`src/rtl/tile_scheduler.sv`:
```
// Frame-level tile sequencer: walks the painter across the screen in row-major
// order, interleaving paint, framebuffer copy-out and tile BRAM wipe per tile.
module tile_scheduler #(
  parameter int unsigned MAX_TRIANGLES = 256,
  parameter int unsigned TILES_X       = 16,
  parameter int unsigned TILES_Y       = 4,
  parameter int unsigned TILE_W        = 20,
  parameter int unsigned TILE_H        = 45
) (
  input  logic                             clk,
  input  logic                             rst,
  input  logic                             frame_start,
  input  logic [$clog2(MAX_TRIANGLES)-1:0] num_triangles,
  input  logic                             painter_done,
  input  logic                             flush_done,
  output logic                             painter_active,
  output logic                             painter_wipe,
  output logic [8:0]                       painter_x_offset,
  output logic [7:0]                       painter_y_offset,
  output logic [$clog2(MAX_TRIANGLES)-1:0] painter_num_triangles,
  output logic                             flush_start,
  output logic [5:0]                       tile_index,
  output logic                             busy,
  output logic                             frame_done
);

  localparam int unsigned CNT_W = $clog2(MAX_TRIANGLES);
  localparam int unsigned TX_W  = (TILES_X > 1) ? $clog2(TILES_X) : 1;
  localparam int unsigned TY_W  = (TILES_Y > 1) ? $clog2(TILES_Y) : 1;
  localparam int unsigned XO_W  = 9;
  localparam int unsigned YO_W  = 8;
  localparam int unsigned IDX_W = 6;

  typedef enum logic [2:0] {
    S_IDLE,
    S_WIPE_LOW,
    S_WIPE_HIGH,
    S_RELEASE,
    S_PAINT,
    S_FLUSH_REQ,
    S_FLUSH_WAIT,
    S_ADVANCE
  } state_t;

  state_t            state_q, state_d;
  logic [TX_W-1:0]   tx_q, tx_d;
  logic [TY_W-1:0]   ty_q, ty_d;
  logic              prewipe_q, prewipe_d;
  logic              rel_q, rel_d;
  logic              active_q, active_d;
  logic              wipe_q, wipe_d;
  logic [XO_W-1:0]   x_off_q, x_off_d;
  logic [YO_W-1:0]   y_off_q, y_off_d;
  logic [CNT_W-1:0]  ntri_q, ntri_d;
  logic              flush_q, flush_d;
  logic [IDX_W-1:0]  idx_q, idx_d;
  logic              busy_q, busy_d;
  logic              fdone_q, fdone_d;

  // State and all output registers
  always_ff @(posedge clk or posedge rst) begin
    if (rst) begin
      state_q   <= S_IDLE;
      tx_q      <= '0;
      ty_q      <= '0;
      prewipe_q <= 1'b0;
      rel_q     <= 1'b0;
      active_q  <= 1'b0;
      wipe_q    <= 1'b0;
      x_off_q   <= '0;
      y_off_q   <= '0;
      ntri_q    <= '0;
      flush_q   <= 1'b0;
      idx_q     <= '0;
      busy_q    <= 1'b0;
      fdone_q   <= 1'b0;
    end else begin
      state_q   <= state_d;
      tx_q      <= tx_d;
      ty_q      <= ty_d;
      prewipe_q <= prewipe_d;
      rel_q     <= rel_d;
      active_q  <= active_d;
      wipe_q    <= wipe_d;
      x_off_q   <= x_off_d;
      y_off_q   <= y_off_d;
      ntri_q    <= ntri_d;
      flush_q   <= flush_d;
      idx_q     <= idx_d;
      busy_q    <= busy_d;
      fdone_q   <= fdone_d;
    end
  end

  // Next state, counters and offsets; registered outputs decode the next state
  always_comb begin
    state_d   = state_q;
    tx_d      = tx_q;
    ty_d      = ty_q;
    prewipe_d = prewipe_q;
    rel_d     = 1'b0;
    x_off_d   = x_off_q;
    y_off_d   = y_off_q;
    ntri_d    = ntri_q;
    idx_d     = idx_q;
    busy_d    = busy_q;
    fdone_d   = 1'b0;
    active_d  = 1'b0;
    wipe_d    = 1'b0;
    flush_d   = 1'b0;

    unique case (state_q)
      S_IDLE: begin
        if (frame_start) begin
          ntri_d    = num_triangles;
          tx_d      = '0;
          ty_d      = '0;
          x_off_d   = '0;
          y_off_d   = '0;
          idx_d     = '0;
          prewipe_d = 1'b1;
          busy_d    = 1'b1;
          state_d   = S_WIPE_LOW;
        end
      end
      // Hold wipe until the painter's stale done from its DONE state clears
      S_WIPE_LOW: begin
        if (!painter_done) state_d = S_WIPE_HIGH;
      end
      S_WIPE_HIGH: begin
        if (painter_done) begin
          if (prewipe_q) begin
            prewipe_d = 1'b0;
            state_d   = S_RELEASE;
          end else begin
            state_d = S_ADVANCE;
          end
        end
      end
      // Two idle cycles so the painter falls back to RST with done low
      S_RELEASE: begin
        if (rel_q) state_d = S_PAINT;
        else       rel_d   = 1'b1;
      end
      S_PAINT: begin
        if (painter_done) state_d = S_FLUSH_REQ;
      end
      S_FLUSH_REQ: begin
        state_d = S_FLUSH_WAIT;
      end
      S_FLUSH_WAIT: begin
        if (flush_done) state_d = S_WIPE_LOW;
      end
      S_ADVANCE: begin
        if (tx_q < TX_W'(TILES_X - 1)) begin
          tx_d    = tx_q + 1'b1;
          x_off_d = x_off_q + XO_W'(TILE_W);
          idx_d   = idx_q + 1'b1;
          state_d = S_RELEASE;
        end else if (ty_q < TY_W'(TILES_Y - 1)) begin
          tx_d    = '0;
          x_off_d = '0;
          ty_d    = ty_q + 1'b1;
          y_off_d = y_off_q + YO_W'(TILE_H);
          idx_d   = idx_q + 1'b1;
          state_d = S_RELEASE;
        end else begin
          fdone_d = 1'b1;
          busy_d  = 1'b0;
          state_d = S_IDLE;
        end
      end
      default: state_d = S_IDLE;
    endcase

    active_d = (state_d != S_IDLE) && (state_d != S_RELEASE);
    wipe_d   = (state_d == S_WIPE_LOW);
    flush_d  = (state_d == S_FLUSH_REQ);
  end

  assign painter_active        = active_q;
  assign painter_wipe          = wipe_q;
  assign painter_x_offset      = x_off_q;
  assign painter_y_offset      = y_off_q;
  assign painter_num_triangles = ntri_q;
  assign flush_start           = flush_q;
  assign tile_index            = idx_q;
  assign busy                  = busy_q;
  assign frame_done            = fdone_q;

endmodule

```
`config.mk`:
```
export PLATFORM = sky130hd
export DESIGN_NAME = tile_scheduler
export DESIGN_NICKNAME = d
export VERILOG_FILES = /design/src/rtl/tile_scheduler.sv
export SDC_FILE = /design/constraint.sdc
export NUM_CORES = 1
export LEC_CHECK = 0
export BUFFER_PORTS_ARGS = -buffer_cell sky130_fd_sc_hd__buf_2
export CAP_MARGIN = 30
export CORE_MARGIN = 1.5
export CORE_UTILIZATION = 40
export CTS_BUF_LIST = sky130_fd_sc_hd__clkbuf_8
export CTS_CLUSTER_SIZE = 25
export DETAILED_ROUTE_END_ITERATION = 10
export MAX_ROUTING_LAYER = met4
export SLEW_MARGIN = 5
export SYNTH_ARGS = -nofsm -noshare
export SYNTH_HDL_FRONTEND = slang
export SYNTH_SLANG_ARGS = --single-unit
export TNS_END_PERCENT = 20
```
`constraint.sdc`:
```
create_clock -name clk -period 1.9 [get_ports clk]
set_input_delay 0.285 -clock clk [delete_from_list [all_inputs] [get_ports clk]]
set_output_delay 0.285 -clock clk [all_outputs]
set_load 0.05 [all_outputs]
```
==> results.cfg, run 1 <==
[clock_network]
cts_buffers = 5
clock_sinks = 45
clockRootBuffer = clkbuf_8
clk_pin_slew_ns = 0.08
htree_levels = 2
max-clock-path-buffers = 2
cts_tree = yes
clock_latency_ns = 0.30
postCtsHoldBufs = 0

[worst_setup_path]
r2r_start = tx_q[0]
crit_path_start_kind = register
crit_start = tx_q[0]
path_delay_family = simple AND/OR/NAND/NOR gates
worstPathArrival_ns = 2.03
critical_path_class = reg2reg
cpMaxStageDelayCell = or4_4
crit_buf_inv = 0
slowest_delay_ns = 0.56
crit_fanout = 4
cp_cell_sequence = ha_2 -> and3_4 -> a21oi_4 -> or4_4 -> xor2_1 -> nand2b_1
cp_data_required_time_ns = 2.09
end_kind = register

[power_and_ir_drop]
clockPowerShare = 0.229
switching_power_uw = 1540
pwr-share-comb = 0.402
power_density_nw_per_um2 = 1400
intPower_uw = 2160
p_seq_frac = 0.370
ir_worst_vdd_mv = 0.620
swShare = 0.416
p_leak_uw = 0.00135
p_total_uw = 3700

[synthesis]
synthArstFlopShare = 1.00
yosysSeqAreaShare = 0.526
synth_cells = 218
avgSynthCellArea_sq_um = 9.83
synth-seq-cells = 45
syn_area_sq_um = 2140
synth-warning-count = 0
synth.distinct_cells = 42
synth_edf_count = 0
synth-main-ff-cell = dfrtp_1

[detailed_routing]
drc_errors = 0
vias = 1673
drt_iter0_markers = 71
dr.pass1.iters = 4
drtAntennaViolNets = 0
routed_wirelength_mm = 4.27
viasPerCell = 4.89
wl_per_cell_um = 12.5

[sta]
whs_ns = 0.124
layout_worst_path_cycle_share = 0.967
setup_viol = 0
slew_viol_final = 0
fmax_mhz = 544
worst_pin_slew_ns = 0.564
min_period_ns = 1.84
fin_skew_ns = 0.00607
rsz0062_at_grt = true
slew_headroom = 0.624
final-hold-violation-count = 0

[job]
max_cap_violations = 0

[grt]
first_global_vias = 1617
grt_use_met1 = 0.228
overflow = 0
grt_first_pass_wirelength_mm = 7.63
track_usage = 0.168
grtUsageMet3 = 0.0371
met2_usage = 0.253
grt_max_degree = 46
busiest_layer = met2
antenna_found_initial = 0

[floorplanning]
start_util = 0.417
die-area_sq_um = 5800
die_h_um = 76.2
ios = 49
core_sq_um = 5140
die_x_um = 76.2
rows = 26

[layout]
drive_gt1_frac = 0.290
area_growth_pct = 23.1
antennaDiodeCount = 0
nets = 289

[worst_hold_path]
hold_class = in2async

[place]
hpwl_mm = 2.92
gp_congestion = 0.771
io_buffers = 46

[run_status]
status = finished clean
-- final cells by class --
type | count | area [sq um]
Fill cell | 516 | 2500
Sequential cell | 45 | 1130
Multi-Input combinational cell | 160 | 972
Timing Repair Buffer | 56 | 305
Tap cell | 70 | 87.6
Clock buffer | 5 | 68.8
Clock inverter | 3 | 65.1
Inverter | 3 | 11.3
-- worst register-to-register path, cell delays in order (launching register included) --
cell and delay (ns):
dfrtp_1 0.40, ha_2 0.22, and3_4 0.21, a21oi_4 0.07, or4_4 0.56, xor2_1 0.19
nand2b_1 0.08
-- placed cells by master, fill, tap and decap left out, types with 2 or more instances in the layout --
cell type	count
a21oi_1	5
and3_1	4
buf_2	46
buf_4	10
bufinv_16	2
clkbuf_8	5
conb_1	2
dfrtp_1	44
ha_1	4
inv_1	2
mux2i_1	2
nand2_1	46
nand2b_1	3
nand3_1	10
nor2_1	13
nor2b_1	3
nor3_1	3
o21ai_0	25
o31ai_1	2
or3_1	3
xnor2_1	2
xor2_1	10
-- flip-flops by register name (all words and copies together) (netlist names) --
name / cells
painter_y_offset: 8
frame_done: 1
busy: 1
painter_x_offset: 7
ty_q: 2
painter_active: 1
prewipe_q: 1
state_q: 3
painter_num_triangles: 8
tx_q: 4
rel_q: 1
tile_index: 6
painter_wipe: 1
flush_start: 1
-- through the flow --
stage	setup TNS (ns)	cell area [sq um]	setup slack, ns	utilization	std cells
final	0	2640	0.0633	0.513	342
after global routing	-0.0158	2640	-0.00829	0.513	342
after CTS	0	2620	0.0510	0.509	342
after detailed placement	0	2480	0.0694	0.483	334
after global placement	0	2480	0.101	0.483	334
after floorplan	0	2150	0.140	-	219
-- cell families after synthesis --
group           count (synthesis)  share of synthesized area
fa+ha+maj                       5                     0.0292
compound gates                 42                      0.126
buf+inv                        14                     0.0356
other cells                     1                    0.00175
mux                             3                     0.0146
flops                          45                      0.526
simple gates                   96                      0.218
xor+xnor                       12                     0.0491
-- Yosys cell counts, drive strengths merged, types with 3 or more instances --
cell    instances  area (sq um)
clkbuf          3          11.3
nand2b          3          18.8
xor2           10          87.6
and3            5          31.3
o21ai          25           125
nor2b           3          18.8
or3             4          25.0
nor2           14          55.1
buf             8          53.8
a21oi           6          33.8
inv             3          11.3
nand2          46           173
nand3          12          77.6
ha              5          62.6
nor3            3          15.0
dfrtp          45          1130
-- power groups by stage --
| stage | clock network [uW] | logic, uW | registers [uW] |
|---|---|---|---|
| final | 845 | 1490 | 1370 |
| after global routing | 906 | 1620 | 1400 |
| after CTS | 872 | 1500 | 1370 |
| after detailed placement | 0 | 1490 | 1380 |
| after global placement | 0 | 1470 | 1380 |
| after floorplan | 0 | 728 | 1790 |
-- layer usage --
layer  wire length [um]  vias up
li1                   -      842
met1               2110      784
met2               1910       40
met3                188        7
met4                 55        0
met5                  0        -
-- what timing repair did --
| item | in CTS | in global routing |
|---|---|---|
| resized for setup | 0 | 5 |
| buffers inserted | 0 | 0 |
| setup endpoints to repair | 0 | 5 |
-- final timing paths --
path                                                  to  slack (ns)  depth (start not counted)
worst max-delay path                      painter_active        0.06                          6
worst min-delay path            painter_num_triangles[7]        0.12                          3
worst max register to register            painter_active        0.06                          6
worst min register to register  painter_num_triangles[0]        0.47                          2
max in group asynchronous                     state_q[2]        1.37                          3
min in group clk                painter_num_triangles[4]        0.17                          3
Note: power is estimated with default switching activity, not from simulation.
==> inputs of run 2 (changes only) <==
--- a/config.mk
+++ b/config.mk
@@ -5,6 +5,7 @@
 export SDC_FILE = /design/constraint.sdc
 export NUM_CORES = 1
 export LEC_CHECK = 0
+export ABC_AREA = 1
 export BUFFER_PORTS_ARGS = -buffer_cell sky130_fd_sc_hd__buf_2
 export CAP_MARGIN = 30
 export CORE_MARGIN = 1.5
==> results.cfg, run 2 <==
[layout]
nets = 335
num-fill-cells = 542
antennaDiodeCount = 0
final_common_cell = nand2_1
area_growth_pct = 19.4
final_cell_mix = nand2_1 (64), buf_2 (46), dfrtp_1 (45)
drive_gt1_frac = 0.245

[sta]
slew_viol_final = 0
fin_skew_ns = 0.00478
setup_ws_ns = 0.183
final-hold-violation-count = 0
fmax_mhz = 582
min_period_ns = 1.72
tns_ns = 0
setup_viol = 0
layout_worst_path_cycle_share = 0.904
rsz0062_at_grt = false

[detailed_routing]
viasPerCell = 4.77
drtAntennaViolNets = 0
drt_iter0_markers = 75
wl_met3_um = 181
dr.pass1.iters = 4
route.met2.wl_mm = 2.08
wl_per_cell_um = 11.7
vias = 1860
wl_met1_mm = 2.22
drc_errors = 0
routed_wirelength_mm = 4.55
top_layer_used = met4

[place]
preCtsSetupSlack_ns = 0.173
io_buffers = 46
gp_congestion = 0.862
hpwl_mm = 3.36

[grt]
track_usage = 0.164
grt_first_pass_wirelength_mm = 7.81
first_global_vias = 1748
antenna_found_initial = 0
overflow = 0
grt_max_degree = 31

[synthesis]
synth-warning-count = 0
synthSimpleGateAreaFrac = 0.288
synth_cells = 264
yosysSeqAreaShare = 0.496
synth_most_common_cell = nand2_1
synth-main-ff-cell = dfrtp_1
avgSynthCellArea_sq_um = 8.60
muxShareOfSynthArea = 0
synthXorXnorAreaFrac = 0.0270
synth_top_family_by_area = simple AND/OR/NAND/NOR gates
synth_area_leaders = dfrtp_1 (50%), nand2_1 (11%), nand3_1 (5.5%)
synth-seq-cells = 45
synth_compound_area_frac = 0.0959
yosys.area.top_type = dfrtp_1
synth_edf_count = 0
synth_common_cells = nand2_1 (64), dfrtp_1 (45), nand3_1 (25), nor2_1 (25), inv_1 (23)
synth.distinct_cells = 33
syn_area_sq_um = 2270
synthAdderAreaFrac = 0.0275
synthArstFlopShare = 1.00
synth_top_area_share = 0.496

[worst_hold_path]
min-delay-start = num_triangles[7]
hold_class = in2reg

[power_and_ir_drop]
p_leak_uw = 0.00150
clockPowerShare = 0.171
switching_power_uw = 1740
swShare = 0.466
p_total_uw = 3740
intPower_uw = 2000
power_density_nw_per_um2 = 1380
pwr-share-comb = 0.450
ir_worst_vdd_mv = 0.676
p_seq_frac = 0.379

[worst_setup_path]
critical_path_class = reg2reg
cp_data_required_time_ns = 2.08
r2r_start = tx_q[0]
crit_path_start_kind = register
reg2reg_slack_ns = 0.18
end_kind = register
crit_start = tx_q[0]
worstPathArrival_ns = 1.90
crit_fanout = 14

[clock_network]
cts_setup_buffers = 0
max-clock-path-buffers = 2
htree_levels = 2
clock_sinks = 45
clock_latency_ns = 0.29
cts_tree = yes
clk_pin_slew_ns = 0.08
cts_buffers = 5
clockRootBuffer = clkbuf_8

[floorplanning]
die_h_um = 78.3
die_x_um = 78.3
rows = 27
start_util = 0.412
core_sq_um = 5510
ios = 49
die-area_sq_um = 6140

[job]
max_cap_violations = 0

[run_status]
status = finished clean
[run 2: cell count changes after synthesis, moves of 4 or more]
cell,change
a21oi_1,+7
xor2_1,-4
nand3_1,+15
nor2_1,+12
o21ai_0,-13
nand2_4,+4
o21ai_1,+5
or3_1,-4
and3_1,-5
nand2_1,+18
inv_1,+20
[run 2: power by group through the flow]
stage / registers (uW) / logic [uW] / clock network (uW)
after global placement: 1430 / 1680 / 0
after detailed placement: 1430 / 1700 / 0
after floorplan: 1980 / 777 / 0
after CTS: 1420 / 1710 / 674
final: 1420 / 1680 / 641
after global routing: 1460 / 1850 / 708
[run 2: area by class of cell]
class                   count  area (sq um)  share of cell area
repair buffers             53           298               0.110
flip-flops and latches     45          1130               0.415
well taps                  72          90.1              0.0332
multi-input cells         187          1000               0.370
clock buffers               7          96.3              0.0355
clock inverters             1          5.00             0.00185
inverters                  25          93.8              0.0346
[run 2: worst max-delay path, cell delays in order (launching register included)]
cell and delay [ns]:
dfrtp_1 0.40, ha_1 0.22, nand3_2 0.19, o21ai_4 0.33
nand2_4 0.17, nand2_1 0.11, xor2_1 0.14, nor2_1 0.05
[run 2: worst paths after layout]
| kind | end | depth (start not counted) |
|---|---|---|
| worst min register to register | painter_num_triangles[2] | 2 |
| min in group asynchronous | painter_num_triangles[6] | 3 |
| worst min-delay path | painter_num_triangles[7] | 3 |
| worst max-delay path | tile_index[3] | 7 |
| worst max register to register | tile_index[3] | 7 |
| max in group asynchronous | rel_q | 4 |
[run 2: layer usage]
metal  vias to the layer above  track usage
met1                       853        0.212
li1                        962            -
met5                         -            -
met2                        39        0.260
met4                         0       0.0518
met3                         6       0.0360
[run 2: metrics by stage]
| stage | std cells | instance area (sq um) | util | hold WS [ns] |
|---|---|---|---|---|
| 2_1_floorplan | 265 | 2270 | - | 0.395 |
| 3_3_place_gp | 381 | 2600 | 0.472 | 0.282 |
| 3_5_place_dp | 381 | 2600 | 0.472 | 0.286 |
| 4_1_cts | 390 | 2710 | 0.492 | 0.171 |
| 5_1_grt | 390 | 2710 | 0.492 | 0.172 |
| 6_report | 390 | 2710 | 0.492 | 0.181 |
[run 2: repair_timing]
item,in CTS,in global routing
hold buffers,1,0
hold endpoints to repair,15,0
resized for setup,0,0
[run 2: logic make-up after synthesis]
logic type | count (synthesis)
AND/OR/NAND/NOR | 136
buffers and inverters | 33
flip-flops | 45
AO/OA/AOI/OAI | 37
other | 1
XOR/XNOR | 7
adder cells (fa/ha/maj) | 5
==> inputs of run 3 (changes only) <==
--- a/config.mk
+++ b/config.mk
@@ -9,11 +9,12 @@
 export BUFFER_PORTS_ARGS = -buffer_cell sky130_fd_sc_hd__buf_2
 export CAP_MARGIN = 30
 export CORE_MARGIN = 1.5
-export CORE_UTILIZATION = 40
+export CORE_UTILIZATION = 45
 export CTS_BUF_LIST = sky130_fd_sc_hd__clkbuf_8
 export CTS_CLUSTER_SIZE = 25
 export DETAILED_ROUTE_END_ITERATION = 10
 export MAX_ROUTING_LAYER = met4
+export PLACE_DENSITY = 0.68
 export SLEW_MARGIN = 5
 export SYNTH_ARGS = -nofsm -noshare
 export SYNTH_HDL_FRONTEND = slang
==> results.cfg, run 3 (synthesis results as in run 2) <==
[layout]
final_cell_mix = nand2_1 (64), buf_2 (46), dfrtp_1 (45)
area_growth_pct = 17.1
finish.cell_count_without_fillers = 382
antennaDiodeCount = 0
nets = 333
drive_gt1_frac = 0.235
final_common_cell = nand2_1

[clock_network]
clockRootBuffer = clkbuf_8
cts_resized = 0
htree_levels = 2
clock_sinks = 45
max-clock-path-buffers = 2
postCtsHoldBufs = 0
cts_setup_buffers = 0
cts_buffers = 5
cts_tree = yes
clk_pin_slew_ns = 0.08
clock_latency_ns = 0.29

[sta]
final-hold-violation-count = 0
fmax_mhz = 583
setup_viol = 0
layout_worst_path_cycle_share = 0.903
worst_pin_slew_ns = 0.574
slew_headroom = 0.617
fin_skew_ns = 0.00446
setup_ws_ns = 0.185
min_period_ns = 1.71
whs_ns = 0.122
slew_viol_final = 0
rsz0062_at_grt = false
tns_ns = 0

[grt]
antenna_found_initial = 0
first_global_vias = 1687
grt_first_pass_wirelength_mm = 7.64
grt_max_degree = 46
overflow = 0
track_usage = 0.189

[floorplanning]
die-area_sq_um = 5480
start_util = 0.475
ios = 49
die_x_um = 74.0
core_sq_um = 4790
rows = 25
die_h_um = 74.0

[detailed_routing]
drc_errors = 0
routed_wirelength_mm = 4.60
drtAntennaViolNets = 0
drt_iter0_markers = 142
vias = 1888
dr.pass1.iters = 4
wl_per_cell_um = 12.0
viasPerCell = 4.94

[place]
hpwl_mm = 3.24
gp_congestion = 0.832
dp.cells = 375
preCtsSetupSlack_ns = 0.194
io_buffers = 46

[power_and_ir_drop]
ir_worst_vdd_mv = 0.668
power_density_nw_per_um2 = 1380
p_leak_uw = 0.00148

[worst_hold_path]
hold_class = in2async

[worst_setup_path]
end_kind = register
worstPathArrival_ns = 1.90
critical_path_class = reg2reg
crit_path_start_kind = register
cp_data_required_time_ns = 2.08
crit_fanout = 14

[run_status]
status = finished clean

[job]
max_cap_violations = 0
-- run 3: cell types whose count changed in the layout (fill, tap and decap cells not counted) --
cell,change
clkbuf_8,-1
clkinv_1,+1
inv_1,+1
inv_2,-1
dlygate4sd3_1,-1
clkinv_2,-1
buf_12,-1
-- run 3: area by class of cell --
class / count / area, sq um
clock buffers: 6 / 82.6
clock inverters: 1 / 3.75
fillers: 491 / 2130
inverters: 25 / 93.8
multi-input cells: 187 / 1000
flip-flops and latches: 45 / 1130
well taps: 67 / 83.8
repair buffers: 51 / 268
-- run 3: per-layer routing --
layer  share of wire  GRT usage  vias up
met1            0.49      0.245      894
met5               0          -        -
li1                -          -      948
met2            0.45      0.292       39
met4           0.016     0.0741        0
met3           0.037     0.0379        7
-- run 3: path summary, 6_finish.rpt --
check	from	end	slack, ns	cells after the start
min	rst	painter_num_triangles[7]	0.12	3
min reg2reg	painter_num_triangles[6]	painter_num_triangles[6]	0.48	2
max reg2reg	tx_q[0]	tile_index[3]	0.19	7
min in group clk	num_triangles[5]	painter_num_triangles[5]	0.18	3
max	tx_q[0]	tile_index[3]	0.19	7
max in group asynchronous	rst	painter_x_offset[7]	1.40	3
-- run 3: through the flow --
step | util | cell area [sq um] | power, uW
after CTS | 0.556 | 2660 | 3730
after global routing | 0.556 | 2660 | 3930
after floorplan | - | 2270 | 2750
final | 0.556 | 2660 | 3680
after global placement | 0.538 | 2570 | 3090
after detailed placement | 0.538 | 2570 | 3120
-- run 3: worst max-delay path, stage by stage (launching register included) --
cell and delay [ns]:
dfrtp_1 0.40, ha_1 0.22, nand3_2 0.20, o21ai_4 0.32, nand2_4 0.17, nand2_1 0.11, xor2_1 0.14, nor2_1 0.05
-- run 3: power breakdown --
part | internal (uW) | switching [uW] | total, uW
Combinational | 440 | 1230 | 1670
Clock | 283 | 304 | 587
Sequential | 1220 | 209 | 1420
Total | 1940 | 1740 | 3680
